==> src/rtl/rv32_lsu_pkg.sv <==
// rv32_lsu_pkg: funct3 encodings, LSU state type and byte-lane helper functions
package rv32_lsu_pkg;

    localparam logic [2:0] F3_LB  = 3'b000;
    localparam logic [2:0] F3_LH  = 3'b001;
    localparam logic [2:0] F3_LW  = 3'b010;
    localparam logic [2:0] F3_LBU = 3'b100;
    localparam logic [2:0] F3_LHU = 3'b101;
    localparam logic [2:0] F3_SB  = 3'b000;
    localparam logic [2:0] F3_SH  = 3'b001;
    localparam logic [2:0] F3_SW  = 3'b010;

    typedef enum logic [1:0] {IDLE, BUSY, DONE} lsu_state_t;

    function automatic logic [3:0] lane_be(input logic [2:0] f3, input logic [1:0] o);
        return f3[1:0] == 2'b00 ? 4'b0001 << o :
               f3[1:0] == 2'b01 ? 4'b0011 << {o[1], 1'b0} : 4'b1111;
    endfunction

    function automatic logic [31:0] store_rep(input logic [2:0] f3, input logic [31:0] wd);
        return f3[1:0] == 2'b00 ? {4{wd[7:0]}} :
               f3[1:0] == 2'b01 ? {2{wd[15:0]}} : wd;
    endfunction

    function automatic logic [31:0] load_ext(input logic [2:0] f3, input logic [1:0] o,
                                             input logic [31:0] rd);
        logic [7:0]  b;
        logic [15:0] h;
        b = rd[{o, 3'b000} +: 8];
        h = o[1] ? rd[31:16] : rd[15:0];
        return f3[1:0] == 2'b00 ? {{24{~f3[2] & b[7]}}, b} :
               f3[1:0] == 2'b01 ? {{16{~f3[2] & h[15]}}, h} : rd;
    endfunction

endpackage

==> src/rtl/rv32_lsu_if.sv <==
// rv32_lsu_if: req/ack data-bus between the load/store unit and data memory
interface rv32_lsu_if;
    logic        bus_req;
    logic        bus_we;
    logic [31:0] bus_addr;
    logic [31:0] bus_wdata;
    logic [3:0]  bus_be;
    logic        bus_ack;
    logic [31:0] bus_rdata;

    modport master (output bus_req, bus_we, bus_addr, bus_wdata, bus_be,
                    input  bus_ack, bus_rdata);
    modport slave  (input  bus_req, bus_we, bus_addr, bus_wdata, bus_be,
                    output bus_ack, bus_rdata);
endinterface

==> src/rtl/lsu_lane_align.sv <==
// lsu_lane_align: store lane replication, byte enables, load byte/half select and extension
module lsu_lane_align
    import rv32_lsu_pkg::*;
(
    input  logic [2:0]  f3,
    input  logic [1:0]  o,
    input  logic [31:0] wd,
    input  logic [31:0] rd,
    output logic [3:0]  be,
    output logic [31:0] wdata,
    output logic [31:0] rdata
);

    assign be    = lane_be(f3, o);
    assign wdata = store_rep(f3, wd);
    assign rdata = load_ext(f3, o, rd);

endmodule

==> src/rtl/rv32_load_store_unit.sv <==
// rv32_load_store_unit: M-stage load/store unit; optional MISALIGN_TRAP_EN faults misaligned accesses
module rv32_load_store_unit
    import rv32_lsu_pkg::*;
#(
    parameter int word_width     = 32,
    parameter int TIMEOUT_CYCLES = 16
) (
    input  logic                  clk,
    input  logic                  rst_n,
    input  logic                  MemReadM,
    input  logic                  MemWriteM,
    input  logic [2:0]            funct3M,
    input  logic [word_width-1:0] ALUResultM,
    input  logic [word_width-1:0] WriteDataM,
    output logic [word_width-1:0] ReadDataM,
    output logic                  StallM,
    output logic                  fault_o,
    rv32_lsu_if.master            bus
);

    localparam int CW = $clog2(TIMEOUT_CYCLES) + 1;

    lsu_state_t  state;
    logic [CW-1:0] cnt;
    logic [2:0]  f3_q;
    logic [1:0]  o_q;
    logic        ld_q;
    logic        mem_op;
    logic        mis;
    logic [2:0]  f3_s;
    logic [1:0]  o_s;
    logic [3:0]  be_s;
    logic [31:0] wdata_s;
    logic [31:0] rdata_s;

    assign mem_op = MemReadM | MemWriteM;
    assign StallM = state == BUSY || (state == IDLE && mem_op);
    // the aligner sees the live access in IDLE and the latched one while the bus returns data
    assign f3_s   = state == IDLE ? funct3M : f3_q;
    assign o_s    = state == IDLE ? ALUResultM[1:0] : o_q;

`ifdef MISALIGN_TRAP_EN
    assign mis = (funct3M[1:0] == 2'b01 && ALUResultM[0]) ||
                 (funct3M[1:0] == 2'b10 && ALUResultM[1:0] != 2'b00);
`else
    assign mis = 1'b0;
`endif

    lsu_lane_align u_align (
        .f3    (f3_s),
        .o     (o_s),
        .wd    (WriteDataM),
        .rd    (bus.bus_rdata),
        .be    (be_s),
        .wdata (wdata_s),
        .rdata (rdata_s)
    );

    // access FSM with timeout counter and registered bus/result outputs
    always_ff @(posedge clk) begin
        if (!rst_n) begin
            state         <= IDLE;
            cnt           <= '0;
            f3_q          <= '0;
            o_q           <= '0;
            ld_q          <= 1'b0;
            ReadDataM     <= '0;
            fault_o       <= 1'b0;
            bus.bus_req   <= 1'b0;
            bus.bus_we    <= 1'b0;
            bus.bus_addr  <= '0;
            bus.bus_wdata <= '0;
            bus.bus_be    <= '0;
        end else begin
            case (state)
                IDLE: begin
                    fault_o <= 1'b0;
                    if (mem_op) begin
                        f3_q          <= funct3M;
                        o_q           <= ALUResultM[1:0];
                        ld_q          <= ~MemWriteM;
                        cnt           <= '0;
                        bus.bus_we    <= MemWriteM;
                        bus.bus_addr  <= {ALUResultM[word_width-1:2], 2'b00};
                        bus.bus_wdata <= wdata_s;
                        bus.bus_be    <= be_s;
                        if (mis) begin
                            state     <= DONE;
                            fault_o   <= 1'b1;
                            ReadDataM <= '0;
                        end else begin
                            state       <= BUSY;
                            bus.bus_req <= 1'b1;
                        end
                    end
                end
                BUSY: begin
                    if (bus.bus_ack) begin
                        bus.bus_req <= 1'b0;
                        ReadDataM   <= ld_q ? rdata_s : '0;
                        state       <= DONE;
                    end else if (cnt == CW'(TIMEOUT_CYCLES - 1)) begin
                        bus.bus_req <= 1'b0;
                        fault_o     <= 1'b1;
                        ReadDataM   <= '0;
                        state       <= DONE;
                    end else begin
                        cnt <= cnt + 1'b1;
                    end
                end
                DONE: begin
                    fault_o <= 1'b0;
                    state   <= IDLE;
                end
                default: state <= IDLE;
            endcase
        end
    end

endmodule

==> src/flat_wrapper.sv <==
// flat-port wrapper written by rule: the top's interface ports become plain ports
module rv32_load_store_unit_flat import rv32_lsu_pkg::*;
#(
    parameter int word_width     = 32,
    parameter int TIMEOUT_CYCLES = 16
)
  (clk, rst_n, MemReadM, MemWriteM, funct3M, ALUResultM, WriteDataM, ReadDataM, StallM, fault_o, bus_bus_req, bus_bus_we, bus_bus_addr, bus_bus_wdata, bus_bus_be, bus_bus_ack, bus_bus_rdata);
  rv32_lsu_if bus_i ();
  input  logic clk;
  input  logic rst_n;
  input  logic MemReadM;
  input  logic MemWriteM;
  input  logic [2:0] funct3M;
  input  logic [word_width-1:0] ALUResultM;
  input  logic [word_width-1:0] WriteDataM;
  output logic [word_width-1:0] ReadDataM;
  output logic StallM;
  output logic fault_o;
  output wire logic [$bits(bus_i.bus_req)-1:0] bus_bus_req;
  output wire logic [$bits(bus_i.bus_we)-1:0] bus_bus_we;
  output wire logic [$bits(bus_i.bus_addr)-1:0] bus_bus_addr;
  output wire logic [$bits(bus_i.bus_wdata)-1:0] bus_bus_wdata;
  output wire logic [$bits(bus_i.bus_be)-1:0] bus_bus_be;
  input wire logic [$bits(bus_i.bus_ack)-1:0] bus_bus_ack;
  input wire logic [$bits(bus_i.bus_rdata)-1:0] bus_bus_rdata;
  assign bus_bus_req = bus_i.bus_req;
  assign bus_bus_we = bus_i.bus_we;
  assign bus_bus_addr = bus_i.bus_addr;
  assign bus_bus_wdata = bus_i.bus_wdata;
  assign bus_bus_be = bus_i.bus_be;
  assign bus_i.bus_ack = bus_bus_ack;
  assign bus_i.bus_rdata = bus_bus_rdata;
  rv32_load_store_unit #(.word_width(word_width), .TIMEOUT_CYCLES(TIMEOUT_CYCLES)) u_core (.clk(clk), .rst_n(rst_n), .MemReadM(MemReadM), .MemWriteM(MemWriteM), .funct3M(funct3M), .ALUResultM(ALUResultM), .WriteDataM(WriteDataM), .ReadDataM(ReadDataM), .StallM(StallM), .fault_o(fault_o), .bus(bus_i));
endmodule
==> config.mk <==
export PLATFORM = sky130hd
export DESIGN_NAME = rv32_load_store_unit_flat
export DESIGN_NICKNAME = d
export VERILOG_FILES = /design/src/rtl/rv32_lsu_pkg.sv /design/src/rtl/rv32_lsu_if.sv /design/src/rtl/lsu_lane_align.sv /design/src/rtl/rv32_load_store_unit.sv /design/src/flat_wrapper.sv
export SDC_FILE = /design/constraint.sdc
export NUM_CORES = 1
export LEC_CHECK = 0
export CAP_MARGIN = 20
export CORE_AREA = 3 3 88 107
export DETAILED_ROUTE_END_ITERATION = 12
export DIE_AREA = 0 0 91 110
export DONT_BUFFER_PORTS = 1
export MAX_ROUTING_LAYER = met4
export PLACE_DENSITY = 0.73
export SLEW_MARGIN = 25
export SYNTH_ARGS = -nofsm -noshare
export SYNTH_HDL_FRONTEND = slang
export SYNTH_SLANG_ARGS = --single-unit
==> constraint.sdc <==
create_clock -name clk -period 4.3 [get_ports clk]
set_clock_uncertainty 0.15 [all_clocks]
set_input_delay 0.86 -clock clk [delete_from_list [all_inputs] [get_ports clk]]
set_output_delay 0.86 -clock clk [all_outputs]
set_load 0.02 [all_outputs]
==> flow_metrics.tcl, run 1 <==
set metrics [dict create \
    drc 0 \
    power.density_mw_per_mm2 548 \
    hp-class "flip-flop to flip-flop" \
    crit_type "flip-flop to flip-flop" \
    whs_ns 0.321 \
    synth_compound_area_share_pct 23.2 \
    grt_max_degree 84 \
    synth_edf_count 0 \
    holdBufCountCts 0 \
    synth_top_family_by_area "compound AO/OA/AOI/OAI gates" \
    fin_crit_sh_pct 64.4 \
    stdcell_count 700 \
    dp_hpwl_um 9470 \
    synth_top_cell_area_share_pct 46.0 \
    grt_first_pass_wirelength_um 20600 \
    max_freq_mhz 361 \
    period_needed_ns 2.77 \
    clock_power_share_pct 46.1 \
    die_h_um 110 \
    tns_ns 0 \
    p_sw_uw 849 \
    ys_seq_area_share_pct 46.0 \
    synthXorXnorAreaFrac_pct 0.529 \
    worst-r2r-setup-slack_ns 1.53 \
    hold_viol 0 \
    synthDistinctLibCells 50 \
    synth_fa_ha_area_share_pct 0.504 \
    p_leak_uw 0.00214 \
    seqPwrFrac_pct 41.9 \
    coreArea_mm2 0.00852 \
    worst_pin_slew_ns 0.991 \
    cts_root_buf "clkbuf_8" \
    p_comb_share_pct 12.0 \
    drtAntennaViolNets 0 \
    area_growth_pct 12.5 \
    start_util_pct 58.3 \
    cts-resized-gates 0 \
    maxSlewHeadroom_pct 33.6 \
    nets 676 \
    final_cell_mix "157 x nand2_1, 114 x dfxtp_1, 53 x a21oi_1" \
    final_common_cell "nand2_1" \
    endpoint_kind "flip-flop" \
    status "complete, no violations" \
    netlist.top_cell.by_area "dfxtp_1" \
    crit_fanout 24 \
    clockBufferDepth 2 \
    clk-insertion-delay-late_ns 0.51 \
    vias 4320 \
    postPlaceCellArea_mm2 0.00498 \
    cp_data_arrival_time_ns 2.98 \
    post-cts-setup-buffers 0 \
    grt_pass1_vias 4044 \
    drtPass1Iterations 5 \
    antenna_found_initial 0 \
    viasPerCell 6.17 \
    async_flop_share_pct 0 \
    synthCells 590 \
    routabilityCongestion 0.864 \
    fin_area_mm2 0.00558 \
    die_x_um 91 \
    wl_per_cell_um 19.4 \
    total_power_uw 3060 \
    maxCapViolations 0 \
    synthMuxAreaShare_pct 7.76 \
    irDropWorstVdd_uv 339 \
    critPathRequiredTime_ns 4.51 \
    slew_violations 0 \
    cp-start-kind "flip-flop" \
    clock-sinks 114 \
    yosys_warnings 0 \
    avgSynthCellArea_um2 8.41 \
    cts_tree "built" \
    drive_above_1_share_pct 10.5 \
    cts.clk_slew.worst_paths_ns 0.06 \
    num_io_pins 208 \
    ys.flop_type "dfxtp_1" \
    numCtsBuffers 17 \
    ys_ff_latch 114 \
    grt-ovfl-total 0 \
    dpl.cell_count 668 \
    portBuffers 0 \
    dieArea_mm2 0.0100 \
    rsz0062_at_grt "false" \
    synth_area_mm2 0.00496 \
    p_int_uw 2210 \
    grt_usage_pct 26.9 \
    diodes 0 \
    rows 37 \
    finalSetupViolCount 0 \
    drt-initial-drc-count 276 \
    synth_top_cells_by_area "dfxtp_1 46%, nand2_1 12%, a21oi_1 5.3%, mux2i_1 5.0%, o21ai_0 3.8%" \
    wirelength_um 13600 \
    synthSimpleGateAreaFrac_pct 16.9 \
    p_sw_share_pct 27.8 \
    ctsHtreeMaxLevel 4 \
]
==> final timing paths <==
| check | cells after the start | endpoint | start |
|---|---|---|---|
| hold / removal | 2 | u_core.o_q[0]$_SDFFE_PN0P_ | u_core.o_q[0]$_SDFFE_PN0P_ |
| hold reg to reg | 2 | u_core.o_q[0]$_SDFFE_PN0P_ | u_core.o_q[0]$_SDFFE_PN0P_ |
| setup reg to reg | 6 | u_core.ReadDataM[14]$_SDFFE_PN0P_ | u_core.state[1]$_SDFFE_PN0P_ |
| setup / recovery | 6 | u_core.ReadDataM[14]$_SDFFE_PN0P_ | u_core.state[1]$_SDFFE_PN0P_ |
==> layout make-up <==
type | instances | area (um2)
Fill cell | 744 | 2940
Inverter | 4 | 15.0
Timing Repair Buffer | 7 | 65.1
Multi-Input combinational cell | 426 | 2470
Sequential cell | 114 | 2280
Clock buffer | 23 | 477
Clock inverter | 9 | 128
Tap cell | 117 | 146
==> logic make-up (layout without fill, tap and decap cells) <==
logic type,after synthesis,in the layout
xor gates and xnor gates,3,3
and+or+nand+nor,203,203
DFF,114,114
other,1,2
AOI/OAI and AO/OA,181,181
muxes,35,35
buffers and inverters,51,43
adders and majority gates,2,2
==> metrics by stage <==
step	util, %	setup slack [ns]
floorplan	-	1.68
detailed placement	58.4	1.49
global placement	58.3	1.59
finish	65.5	1.53
CTS	65.5	1.54
global route	65.5	1.38
==> registers in the layout, indices dropped and copies added, names as in the netlist, 2 cells and up <==
signal	flops
u_core.o_q	2
u_core.f3_q	3
u_core.state	2
u_core.cnt	5
u_core.ReadDataM	32
u_core.bus.bus_wdata	32
u_core.bus.bus_addr	30
u_core.bus.bus_be	4
==> routing by layer <==
metal	global-route usage, %	wire length, um	vias up
met3	9.16	1370	31
met4	13.4	465	0
li1	-	-	2038
met5	-	0	-
met2	43.0	6640	216
met1	30.4	5100	2035
==> Yosys cell counts (2+ instances only) <==
cell type  count
a21oi_1       53
inv_1          3
a311oi_1       8
o21ai_1        2
nand2_1      157
o221ai_1       7
dfxtp_1      114
mux2i_1       25
a21boi_0       7
nor3_1         3
a22oi_1        8
nand2b_1       5
buf_2          5
ha_1           2
buf_6          4
nor2_1        24
xor2_1         3
buf_1          2
mux2_2         8
buf_4          6
o22ai_1        7
clkbuf_1      30
nand3_1        4
o21ai_0       38
o31ai_1       24
a31oi_1       17
==> worst max-delay path: stages, from the launching register on <==
cell     delay [ns]
dfxtp_1        0.43
nor2_8         0.33
mux2i_2        0.24
buf_4          0.32
mux4_2         0.40
a21oi_4        0.55
o31ai_1        0.19
==> power by group through the flow <==
stage                     Clock (uW)  Combinational [uW]  Sequential, uW
after CTS                       1420                 368            1280
after floorplan                    0                 316            1280
after global placement             0                 352            1300
final                           1410                 368            1280
after detailed placement           0                 367            1300
after global routing            1470                 409            1290
Note: power is estimated with default switching activity, not from simulation.
==> run 2, diff against run 1 <==
==> constraint.sdc (replaced) <==
create_clock -name clk -period 2.8 [get_ports clk]
set_clock_uncertainty 0.15 [all_clocks]
set_input_delay 0.56 -clock clk [delete_from_list [all_inputs] [get_ports clk]]
set_output_delay 0.56 -clock clk [all_outputs]
set_load 0.02 [all_outputs]
==> run 2 against run 1 <==
Against the previous run: setup slack worse by 1.3 ns; final area is 0.78% higher; critical endpoint is now u_core.ReadDataM[5]$_SDFFE_PN0P_; largest power group unchanged; sequential share of layout area is 0.32 points lower; critical path depth stayed put; power is 55% higher; highest routed layer unchanged.
==> flow_metrics.tcl, run 2 (synthesized netlist as in run 1, its figures left out) <==
set metrics [dict create \
    portBuffers 0 \
    grt-ovfl-total 0 \
    irDropWorstVdd_uv 518 \
    viasPerCell 5.98 \
    critPathSlowestCell "nand2b_1" \
    r2r_end "u_core.ReadDataM[5]$_SDFFE_PN0P_" \
    drc 0 \
    dieArea_mm2 0.0100 \
    diodes 0 \
    grt_pass1_vias 4086 \
    num_io_pins 208 \
    fin_crit_sh_pct 91.0 \
    grt_usage_pct 26.7 \
    cts.clk_slew.worst_paths_ns 0.06 \
    period_needed_ns 2.55 \
    die_h_um 110 \
    antenna_found_initial 0 \
    numCtsBuffers 17 \
    startpoint "u_core.state[1]$_SDFFE_PN0P_" \
    routabilityCongestion 0.897 \
    holdBufCountCts 0 \
    path_delay_family "simple AND/OR/NAND/NOR gates" \
    post-place-ws_ns 0.291 \
    drt-initial-drc-count 224 \
    drtAntennaViolNets 0 \
    worst-path-buf-inv 1 \
    clockBufferDepth 2 \
    area_growth_pct 13.4 \
    vias 4225 \
    hold_viol 0 \
    maxSlewHeadroom_pct 38.1 \
    drtPass1Iterations 5 \
    drive_above_1_share_pct 11.7 \
    setup_ws_ns 0.251 \
    crit_chain "nor2_8 -> mux2i_4 -> buf_4 -> nand2b_1 -> mux2i_1 -> o221ai_1" \
    endpoint_kind "flip-flop" \
    wirelength_um 13600 \
    die_x_um 91 \
    cp-start-kind "flip-flop" \
    maxCapViolations 0 \
    cp_data_arrival_time_ns 2.76 \
    max_freq_mhz 392 \
    slew_violations 0 \
    tns_ns 0 \
    worst_pin_slew_ns 0.923 \
    hp-class "input port to flip-flop" \
    r2r_cells 6 \
    clock-sinks 114 \
    r2r-start "u_core.state[1]$_SDFFE_PN0P_" \
    clk-insertion-delay-late_ns 0.50 \
    grt_first_pass_wirelength_um 20500 \
    rsz0062_at_grt "false" \
    worst-r2r-setup-slack_ns 0.25 \
    p_leak_uw 0.00216 \
    min_from "ALUResultM[27]" \
    power.density_mw_per_mm2 841 \
    cts-resized-gates 0 \
    nets 682 \
    crit_type "flip-flop to flip-flop" \
    status "complete, no violations" \
    cts_root_buf "clkbuf_8" \
    top_regs "u_core.ReadDataM: 32 flops, u_core.bus.bus_wdata: 32 flops, u_core.bus.bus_addr: 30 flops" \
    rows 37 \
    coreArea_mm2 0.00852 \
    critPathRequiredTime_ns 3.02 \
    crit_fanout 12 \
    start_util_pct 58.3 \
    cts_tree "built" \
    ctsHtreeMaxLevel 4 \
    finalSetupViolCount 0 \
    slowest_delay_ns 0.55 \
    wl_per_cell_um 19.2 \
    dp_hpwl_um 9590 \
    post-cts-setup-buffers 0 \
    final_common_cell "nand2_1" \
    grt_max_degree 84 \
    path_depth 6 \
    final_cell_mix "157 x nand2_1, 114 x dfxtp_1, 53 x a21oi_1" \
    min_to "u_core.bus.bus_addr[27]$_SDFFE_PN0P_" \
    hold_depth 2 \
]
==> run 2: final cells by class <==
| type | count | area (um2) |
|---|---|---|
| inverter | 4 | 15.0 |
| clock inverter | 12 | 156 |
| sequential | 114 | 2280 |
| fill | 734 | 2890 |
| clock buffer | 20 | 455 |
| timing repair buffer | 13 | 110 |
| multi-input combinational | 426 | 2460 |
| tap | 117 | 146 |
==> run 2: worst reg2reg max path: stages, from the launching register on <==
cell	delay, ns
dfxtp_1	0.43
nor2_8	0.32
mux2i_4	0.32
buf_4	0.23
nand2b_1	0.55
mux2i_1	0.27
o221ai_1	0.16
==> run 2: worst max path at each step <==
stage / slack (ns) / endpoint
6_report: 0.25 / u_core.ReadDataM[5]$_SDFFE_PN0P_
5_1_grt: 0.1 / u_core.ReadDataM[4]$_SDFFE_PN0P_
4_1_cts: 0.30 / u_core.ReadDataM[4]$_SDFFE_PN0P_
3_5_place_dp: 0.29 / u_core.ReadDataM[4]$_SDFFE_PN0P_
3_3_place_gp: 0.39 / u_core.ReadDataM[0]$_SDFFE_PN0P_
2_1_floorplan: 0.50 / u_core.cnt[3]$_SDFFE_PN0P_
==> run 2: report_power, final <==
| part | total [uW] | switching (uW) | internal (uW) |
|---|---|---|---|
| logic | 579 | 360 | 218 |
| registers | 1970 | 225 | 1740 |
| clock network | 2190 | 763 | 1420 |
==> run 2: routing by layer <==
metal	track usage, %	routed length, um	vias up
met5	-	0	-
met4	11.1	316	0
met3	10.9	1490	29
met2	44.6	6880	188
met1	28.4	4890	1962
li1	-	-	2046
==> run 2: stage by stage <==
step | power [uW] | utilization (%) | instance area (um2) | cells | hold WS (ns)
after floorplan | 2450 | - | 4970 | 591 | 0.286
after global placement | 2550 | 58.9 | 5010 | 674 | 0.299
after detailed placement | 2580 | 58.9 | 5010 | 674 | 0.301
after CTS | 4750 | 66.1 | 5630 | 706 | 0.0182
after global routing | 4900 | 66.1 | 5630 | 706 | 0.0241
final | 4730 | 66.1 | 5630 | 706 | 0.0387
==> run 3, diff against run 2 <==
--- a/config.mk
+++ b/config.mk
@@ -11,7 +11,7 @@
 export DIE_AREA = 0 0 91 110
 export DONT_BUFFER_PORTS = 1
 export MAX_ROUTING_LAYER = met4
-export PLACE_DENSITY = 0.73
+export PLACE_DENSITY_LB_ADDON = 0.3
 export SLEW_MARGIN = 25
 export SYNTH_ARGS = -nofsm -noshare
 export SYNTH_HDL_FRONTEND = slang
==> run 3 against run 2 <==
Against the previous run: critical path depth stayed put; highest routed layer unchanged; power increased by 2.2%; largest power group unchanged; global-route usage rose by 1.1 points; non-clock buffer count down 1; cell count down 0.14%; critical endpoint is now u_core.ReadDataM[4]$_SDFFE_PN0P_.
==> flow_metrics.tcl, run 3 (synthesized netlist as in run 1, its figures left out) <==
set metrics [dict create \
    diodes 0 \
    cts.clk_slew.worst_paths_ns 0.06 \
    grt-ovfl-total 0 \
    numCtsBuffers 17 \
    coreArea_mm2 0.00852 \
    dp_hpwl_um 9950 \
    wl_per_cell_um 19.8 \
    die_h_um 110 \
    cts_tree "built" \
    irDropWorstVdd_uv 609 \
    fin_crit_sh_pct 90.8 \
    startpoint "u_core.state[1]$_SDFFE_PN0P_" \
    critPathRequiredTime_ns 3.01 \
    clockBufferDepth 2 \
    power.density_mw_per_mm2 860 \
    whs_ns 0.0427 \
    routabilityCongestion 0.906 \
    tns_ns 0 \
    slew_violations 0 \
    hp-class "input port to flip-flop" \
    drt-initial-drc-count 239 \
    stdcell_count 705 \
    drtPass1Iterations 5 \
    maxCapViolations 0 \
    final_cell_mix "157 x nand2_1, 114 x dfxtp_1, 53 x a21oi_1" \
    cts-resized-gates 0 \
    worst_pin_slew_ns 0.805 \
    rows 37 \
    period_needed_ns 2.54 \
    hold_viol 0 \
    cp_data_arrival_time_ns 2.76 \
    ctsHtreeMaxLevel 4 \
    holdBufCountCts 0 \
    top_regs "u_core.ReadDataM: 32 flops, u_core.bus.bus_wdata: 32 flops, u_core.bus.bus_addr: 30 flops" \
    dpl.cell_count 673 \
    crit_type "flip-flop to flip-flop" \
    post-cts-setup-buffers 0 \
    grt_max_degree 58 \
    slowest_delay_ns 0.48 \
    die_x_um 91 \
    cp-start-kind "flip-flop" \
    rsz0062_at_grt "false" \
    drive_above_1_share_pct 11.2 \
    cts_root_buf "clkbuf_8" \
    clk-insertion-delay-late_ns 0.49 \
    start_util_pct 58.3 \
    p_leak_uw 0.00217 \
    num_io_pins 208 \
    vias 4360 \
    antenna_found_initial 0 \
    r2r-start "u_core.state[1]$_SDFFE_PN0P_" \
    r2r_cells 6 \
    clock-sinks 114 \
    final_common_cell "nand2_1" \
    area_growth_pct 13.3 \
    crit_chain "nor2_8 -> mux2i_4 -> buf_4 -> nand2b_1 -> mux2i_1 -> o221ai_1" \
    drtAntennaViolNets 0 \
    worst-r2r-setup-slack_ns 0.26 \
    crit_path_end "u_core.ReadDataM[4]$_SDFFE_PN0P_" \
    status "complete, no violations" \
    nets 681 \
    crit_fanout 22 \
    dieArea_mm2 0.0100 \
    endpoint_kind "flip-flop" \
    grt_usage_pct 27.8 \
    portBuffers 0 \
    viasPerCell 6.18 \
    wirelength_um 13900 \
    finalSetupViolCount 0 \
    grt_first_pass_wirelength_um 21400 \
    drc 0 \
    max_freq_mhz 393 \
    r2r_end "u_core.ReadDataM[4]$_SDFFE_PN0P_" \
    maxSlewHeadroom_pct 45.3 \
    grt_pass1_vias 4189 \
    critPathSlowestCell "nand2b_1" \
]
[run 3: how the worst min path moves through the flow]
stage	from	endpoint	slack, ns	depth (start not counted)
2_1_floorplan	u_core.f3_q[2]$_SDFFE_PN0P_	u_core.f3_q[2]$_SDFFE_PN0P_	0.29	2
3_3_place_gp	u_core.f3_q[2]$_SDFFE_PN0P_	u_core.f3_q[2]$_SDFFE_PN0P_	0.29	2
3_5_place_dp	u_core.o_q[0]$_SDFFE_PN0P_	u_core.o_q[0]$_SDFFE_PN0P_	0.31	2
4_1_cts	WriteDataM[1]	u_core.bus.bus_wdata[1]$_SDFFE_PN0P_	0.02	2
5_1_grt	ALUResultM[12]	u_core.bus.bus_addr[12]$_SDFFE_PN0P_	0.008	2
6_report	WriteDataM[1]	u_core.bus.bus_wdata[1]$_SDFFE_PN0P_	0.04	2
[run 3: layout make-up]
type	count	area [um2]
clock buffers	19	422
clock inverters	13	209
fillers	739	2890
inverters	4	15.0
multi-input cells	426	2460
flip-flops and latches	114	2280
well taps	117	146
repair buffers	12	90.1
[run 3: metrics by stage]
step           setup slack, ns  utilization [%]  area, um2  total power (uW)
4_1_cts                  0.279             66.0       5630              4860
3_5_place_dp             0.325             58.6       4990              2570
5_1_grt                 0.0968             66.0       5630              5020
3_3_place_gp             0.404             58.6       4990              2540
6_report                 0.256             66.0       5630              4840
2_1_floorplan            0.503                -       4970              2450
[run 3: report_power, final]
group / total, uW / switching, uW / internal [uW]
logic: 572 / 360 / 211
registers: 1970 / 227 / 1740
clock network: 2300 / 761 / 1540
[run 3: layer usage]
metal / GRT usage (%) / vias up / share of wire [%]
met5: - / - / 0
met1: 28.3 / 2053 / 34
met3: 12.6 / 27 / 12
met4: 11.1 / 0 / 2.2
met2: 47.2 / 235 / 51
li1: - / 2045 / -
[run 3: worst max-delay path, delay by kind of cell (launching register included)]
family	cells	cell delay [ns]
AOI/OAI and AO/OA	1	0.15
buffers and inverters	1	0.29
muxes	2	0.58
and+or+nand+nor	2	0.80
DFF	1	0.44
